--- src/rtl/mura_driver.sv ---
// mura_driver: plays a bit pattern into a gray-coded 3-state Moore counter as paced en/a steps
// and checks the counter's registered y against a cycle-exact model after every step.
module mura_driver #(
    parameter int PAT_W    = 8,
    parameter int STEP_DIV = 4,
    parameter int LEN_W    = $clog2(PAT_W + 1)
) (
    input  logic             clk,
    input  logic             rst_n,
    input  logic             start,
    input  logic [PAT_W-1:0] pattern,
    input  logic [LEN_W-1:0] len,
    input  logic             y_in,
    output logic             en,
    output logic             a,
    output logic             busy,
    output logic             done,
    output logic             err,
    output logic [LEN_W-1:0] err_idx,
    output logic [1:0]       model_state
);
    localparam int CNT_W = (STEP_DIV > 2) ? $clog2(STEP_DIV) : 1;
    localparam logic [CNT_W-1:0] GAP_LAST = CNT_W'((STEP_DIV > 2) ? STEP_DIV - 3 : 0);
    localparam logic [LEN_W-1:0] LEN_MAX = LEN_W'(PAT_W);

    typedef enum logic [2:0] {IDLE, STEP, CHECK, GAP, FIN} state_t;

    state_t             state_q, state_d;
    logic [PAT_W-1:0]   pat_q, pat_d;
    logic [LEN_W-1:0]   len_q, len_d, idx_q, idx_d, eidx_q, eidx_d;
    logic [CNT_W-1:0]   cnt_q, cnt_d;
    logic [1:0]         ms_q, ms_d;
    logic               a_q, a_d, exp_q, exp_d, err_q, err_d;
    logic [LEN_W-1:0]   len_c, idx_inc;
    logic [1:0]         ms_nxt;
    logic               pat_bit, s0, s1, s2, y_exp;

    assign len_c   = (len > LEN_MAX) ? LEN_MAX : len;
    assign idx_inc = idx_q + 1'b1;
    assign pat_bit = |(pat_q & (PAT_W'(1) << idx_q));
    // encoding 10 is unreachable but treated as S0
    assign s0      = ~ms_q[0];
    assign s1      = ms_q == 2'b01;
    assign s2      = ms_q == 2'b11;
    assign y_exp   = !((s0 && !pat_bit) || (s2 && pat_bit));
    assign ms_nxt  = !pat_bit ? (s0 ? 2'b00 : ms_q) : s0 ? 2'b01 : s1 ? 2'b11 : 2'b00;

    assign en          = state_q == STEP;
    assign a           = en ? pat_bit : a_q;
    assign busy        = state_q != IDLE;
    assign done        = state_q == FIN;
    assign err         = err_q;
    assign err_idx     = eidx_q;
    assign model_state = ms_q;

    always_comb begin
        state_d = state_q;
        pat_d   = pat_q;
        len_d   = len_q;
        idx_d   = idx_q;
        cnt_d   = cnt_q;
        a_d     = a_q;
        exp_d   = exp_q;
        ms_d    = ms_q;
        err_d   = err_q;
        eidx_d  = eidx_q;
        case (state_q)
            IDLE: if (start) begin
                pat_d   = pattern;
                len_d   = len_c;
                idx_d   = '0;
                err_d   = 1'b0;
                eidx_d  = '0;
                state_d = (len_c == '0) ? FIN : STEP;
            end
            STEP: begin
                a_d     = pat_bit;
                exp_d   = y_exp;
                ms_d    = ms_nxt;
                state_d = CHECK;
            end
            CHECK: begin
                if (y_in != exp_q && !err_q) begin
                    err_d  = 1'b1;
                    eidx_d = idx_q;
                end
                idx_d   = idx_inc;
                cnt_d   = '0;
                // the last step is padded to a full STEP_DIV period before FIN
                state_d = (STEP_DIV > 2) ? GAP : (idx_inc == len_q) ? FIN : STEP;
            end
            GAP: begin
                cnt_d = cnt_q + 1'b1;
                if (cnt_q == GAP_LAST) state_d = (idx_q == len_q) ? FIN : STEP;
            end
            FIN:     state_d = IDLE;
            default: state_d = IDLE;
        endcase
    end

    always_ff @(posedge clk or negedge rst_n) begin
        if (!rst_n) begin
            state_q <= IDLE;
            pat_q   <= '0;
            len_q   <= '0;
            idx_q   <= '0;
            cnt_q   <= '0;
            a_q     <= 1'b0;
            exp_q   <= 1'b0;
            ms_q    <= 2'b00;
            err_q   <= 1'b0;
            eidx_q  <= '0;
        end else begin
            state_q <= state_d;
            pat_q   <= pat_d;
            len_q   <= len_d;
            idx_q   <= idx_d;
            cnt_q   <= cnt_d;
            a_q     <= a_d;
            exp_q   <= exp_d;
            ms_q    <= ms_d;
            err_q   <= err_d;
            eidx_q  <= eidx_d;
        end
    end
endmodule

--- config.mk ---
export PLATFORM = sky130hd
export DESIGN_NAME = mura_driver
export DESIGN_NICKNAME = d
export VERILOG_FILES = /design/src/rtl/mura_driver.sv
export SDC_FILE = /design/constraint.sdc
export NUM_CORES = 1
export LEC_CHECK = 0
export BUFFER_PORTS_ARGS = -buffer_cell sky130_fd_sc_hd__buf_2
export CORE_ASPECT_RATIO = 0.8
export CORE_UTILIZATION = 57
export CTS_BUF_LIST = sky130_fd_sc_hd__clkbuf_8
export DETAILED_ROUTE_END_ITERATION = 8
export PLACE_DENSITY_LB_ADDON = 0.2
export SYNTH_ARGS = -nofsm -noshare
export SYNTH_HDL_FRONTEND = slang
export SYNTH_SLANG_ARGS = --single-unit
--- constraint.sdc ---
create_clock -name clk -period 2.3 [get_ports clk]
set_clock_uncertainty 0.05 [all_clocks]
set_input_delay 0.23 -clock clk [delete_from_list [all_inputs] [get_ports clk]]
set_output_delay 0.23 -clock clk [all_outputs]
set_load 0.02 [all_outputs]
# After elaboration in Yosys (flattened, before gate mapping)
# Cells that the tools add are included.
# word_totals
regBits	30
in_bits	16
# op_classes
add_sub_neg	2
magnitude_cmp	1
eq_ne	13
n_shift	1
n_mux	19
n_bitwise	2
n_reduce_logical	18
# ops
operator	count
4-bit one-hot mux with 2 select lines	2
3-bit 2-to-1 mux	4
4-bit 2-to-1 mux	3
3-bit one-hot mux with 4 select lines	1
8-bit bitwise AND	1
2-bit 2-to-1 mux	4
2-bit AND reduction	4
8-bit OR reduction	1
1-bit by 4-bit << shifter with 8-bit output, first input constant	1
3-bit by 2-bit == test with 1-bit output, second input constant	2
2-bit inequality test, second input constant	3
4-bit by 1-bit adder with 4-bit output, second input constant	1
2-bit by 1-bit == test with 1-bit output, second input constant	2
4-bit == test	1
4-bit greater-than comparator, second input constant	1
4-bit zero test	1
2-bit one-hot mux with 2 select lines	1
2-bit nonzero test	2
3-bit by 1-bit == test with 1-bit output, second input constant	1
3-bit == test, second input constant	1
1-bit logical AND	3
1-bit zero test	3
3-bit zero test	1
1-bit 2-to-1 mux	3
9 further kinds	9

# Depth between registers and ports, before layout
# logic_depth
ltp_word	7
ltp_mapped	7

# Least setup slack after synthesis
# No wires, ideal clock.
# synth_timing
path_kind	flip-flop to flip-flop
startpoint	register idx_q[0]
endpoint	register ms_q[0], in the netlist model_state[0]
t_arrival_ns	1.702
required_ns	2.125
slack_ns	0.423
stages_incl_launch_ff	7
path_buffers	0
cell_sequence	dfrtp_1 ha_1 ha_1 a222oi_1 a21oi_1 nand2_1 mux2_2
# synth_between
elab_chain_len	4
# synth_rtl
item	line_no	source
start, declared	30	logic [LEN_W-1:0] len_q, len_d, idx_q, idx_d, eidx_q, eidx_d;
start signal, assigned	117	idx_q <= idx_d;
1-bit by 4-bit << shifter with 8-bit output	40	assign pat_bit = |(pat_q & (PAT_W'(1) << idx_q));
8-bit bitwise AND	40	
8-bit OR reduction	40	
2-bit 2-to-1 mux	46	assign ms_nxt = !pat_bit ? (s0 ? 2'b00 : ms_q) : s0 ? 2'b01 : s1 ? 2'b11 : 2'b00;
end signal, assigned	121	ms_q <= ms_d;
end, declared	32	logic [1:0] ms_q, ms_d;
# No other way between the ends.
# A chain may end at the register's enable or synchronous reset.

# Worst setup path after layout
# layout_timing
startpoint	register idx_q[0]
endpoint	output port a
# layout_between
elab_chain_len	4
# layout_rtl
item	line_no	source
1-bit by 4-bit << shifter with 8-bit output	40	
8-bit bitwise AND	40	
8-bit OR reduction	40	
1-bit 2-to-1 mux	-	
end, declared	15	output logic a,
# No other way between the ends.

==> run_results.csv <==
group,metric,value,unit
detailed_routing,route.detailed.vias_per_inst,5.226,
logic_synthesis,avgSynthCellArea,10.71,um2
job,cap_violations,0,
grt,globalRouteOverflowTotal,0,
clock_tree,clock_tree.root_cell,"clkbuf_8",
logic_synthesis,synth.lib_cells_used.distinct,34,
place,place.gp.congestion,0.7194,
grt,grt.total_usage,22.57,%
detailed_routing,remaining_drc_errors,0,
grt,grt_start_max_net_pins,31,
detailed_routing,initialDrtViolationCount,53,
logic_synthesis,mappedNetlistNets,160,
cells_and_area,utilization_after_layout,73.21,%
grt,first_global_vias,961,
critical_path,startpoint_type,"flip-flop",
detailed_routing,routed_wl,2.792,mm
floorplan,io_pins,27,
clock_tree,cts_buffer_depth,2,
pwr,leakage_component_of_the_power,0.8609,nW
timing,layout_worst_path_cycle_share,95.64,%
cells_and_area,post_route_cells_drive_above_1_share,34.88,%
pwr,peakVddDrop,0.0006416,V
clock_tree,clock_latency,0.27,ns
detailed_routing,routedWlPerCell,13.42,um
grt,grt_pass1_wl,4.429,mm
critical_path,cp.arrival,1.92,ns
floorplan,start_util,60.09,%
logic_synthesis,synth.top_cells.by_area,"dfrtp_1 51%, mux2_2 7.7%, ha_1 6.0%, nand2_1 5.1%, o21ai_0 4.8%",
logic_synthesis,yosysTopAreaCell,"dfrtp_1",
logic_synthesis,synth_enable_flop_cells,0,
logic_synthesis,yosysSeqAreaShare,51.15,%
min_path,hold_path_class,"in -> reg",
floorplan,floorplan.die_area,0.002783,mm2
cells_and_area,syn2layout_area_growth,21.82,%
place,dpl.hpwl,1.887,mm
timing,max_slew.worst_pin.slew,0.6533,ns
detailed_routing,postRouteAntennaNets,0,
critical_path,crit_required,2.02,ns
cells_and_area,antenna_cells_inserted,0,
logic_synthesis,synthCells,137,
pwr,power.density_cell_area,1341,mW/mm2
timing,setup-violations-final,0,
logic_synthesis,synthFlopType,"dfrtp_1",
clock_tree,clock_sinks,30,
logic_synthesis,post_synth_instance_area,0.001468,mm2
floorplan,fp.dieH,47.39,um
logic_synthesis,number_of_storage_elements_in_the_synthesis_netlist,30,
clock_tree,tritoncts.num_buffers,5,
place,number_of_buffers_inserted_by_port_buffering,26,
critical_path,setup.worst_path.end_class,"primary output",
detailed_routing,dr_total_vias,1087,
timing,final.min_clock_period,2.200,ns
logic_synthesis,yosysTopAreaCellShare,51.15,%
timing,max_clock_freq,0.4546,GHz
critical_path,timing.critical_path.fanout_max,7,
grt,antenna_found_initial,0,
floorplan,num_rows,16,
logic_synthesis,synthesis.yosys.warnings,0,
floorplan,chipWidth,58.73,um
clock_tree,cts_tree,"done",
clock_tree,clock_tree.htree_level_count,2,
timing,worst_slew_margin_rel,56.44,%
timing,final_hold_viol_count,0,
run_status,result_of_the_run,"complete, no violations",
timing,timing.setup.tns,0,ns
cells_and_area,final_net_count,194,
cells_and_area,instances_no_fill,208,
floorplan,fp.coreArea,0.002442,mm2
place,dp.cells,194,
logic_synthesis,synthArstFlopShare,100.0,%
detailed_routing,drt_pass1_iterations,4,
timing,final_max_slew_viol_count,0,
clock_tree,cts.reportedPaths.clkPinSlew,0.06,ns
critical_path,setup.worst_path.class,"reg -> out",
## cells by family after synthesis
group           share of synthesized area (%)
xor+xnor                                3.581
mux                                     8.695
compound gates                          10.49
buf+inv                                 4.007
simple gates                            16.11
flops                                   51.15
fa+ha+maj                               5.967
## placed cells by master, fill, tap and decap left out, types with 3 or more instances in the layout
cell type and n:
clkbuf_8 8, buf_2 26, dfrtp_1 27, xor2_1 4
nand2b_1 7, ha_1 6, dfrtp_2 3, buf_4 6
nand2_1 19, mux2_2 10, o21ai_0 14, nand3_1 6
inv_1 7
## Yosys cell counts (2+ instances only)
cell / count
a21oi_1: 3
buf_2: 2
clkbuf_1: 3
dfrtp_1: 30
ha_1: 7
inv_1: 7
mux2_2: 10
nand2_1: 20
nand2b_1: 7
nand3_1: 6
nor2_1: 2
o21ai_0: 14
xnor2_1: 2
xor2_1: 4
## worst max-delay path, stage by stage (launching register included)
cell and delay, ns:
dfrtp_2 0.45, ha_2 0.21, ha_1 0.17, a222oi_1 0.38, a21oi_2 0.13, nand2_2 0.09
nand2_1 0.06, buf_2 0.15
## metal layers
metal | vias up | track usage (%) | part of all wire [%]
met5 | - | 0 | 0
met4 | 0 | 5.714 | 0.50
met3 | 2 | 8.264 | 4.5
met2 | 29 | 36.14 | 49
met1 | 516 | 29.65 | 46
li1 | 540 | - | -
## metrics by stage
stage | total power, mW | cell area (um2) | setup WS, ns | hold slack (ns)
2_1_floorplan | 1.585 | 1468 | 0.4231 | -0.1156
3_3_place_gp | 1.765 | 1618 | 0.3481 | 0.2362
3_5_place_dp | 1.823 | 1618 | 0.2248 | 0.2487
4_1_cts | 2.366 | 1754 | 0.006532 | 0.1311
5_1_grt | 2.586 | 1788 | -0.01363 | 0.1340
6_report | 2.397 | 1788 | 0.1004 | 0.1381
## where the power goes
| part | total [mW] | internal, mW | switching (mW) |
|---|---|---|---|
| Sequential | 0.987 | 0.767 | 0.220 |
| Combinational | 0.924 | 0.447 | 0.477 |
| Clock | 0.486 | 0.302 | 0.184 |
## layout make-up
| type | count | area, um2 |
|---|---|---|
| Clock buffer | 8 | 110.1 |
| Fill cell | 187 | 654.4 |
| Inverter | 7 | 26.28 |
| Multi-Input combinational cell | 94 | 666.9 |
| Sequential cell | 30 | 754.5 |
| Tap cell | 36 | 45.04 |
| Timing Repair Buffer | 33 | 185.2 |
## worst paths after layout
kind                       startpoint  slack, ns  cells past startpoint         end
max in group asynchronous       rst_n       1.27                      2    idx_q[1]
max reg2reg                  idx_q[0]       0.21                      7       exp_q
min in group asynchronous       rst_n       0.47                      2  err_idx[3]
min reg2reg                       a_q       0.42                      2         a_q
max                          idx_q[0]       0.10                      7           a
min                        pattern[6]       0.14                      2    pat_q[6]
## what timing repair did
action	CTS	global route
endpoints found under the setup margin	1	1
pin swaps	2	3
gates cloned	0	0
endpoints found under the hold margin	30	0
resized for setup	4	2
buffers inserted	1	4
hold buffers	1	0
## registers in the layout (all words and copies together) (netlist names)
name	flops
model_state	2
err	1
idx_q	4
cnt_q	2
exp_q	1
err_idx	4
a_q	1
pat_q	8
state_q	3
len_q	4
Note: power is estimated with default switching activity, not from simulation.
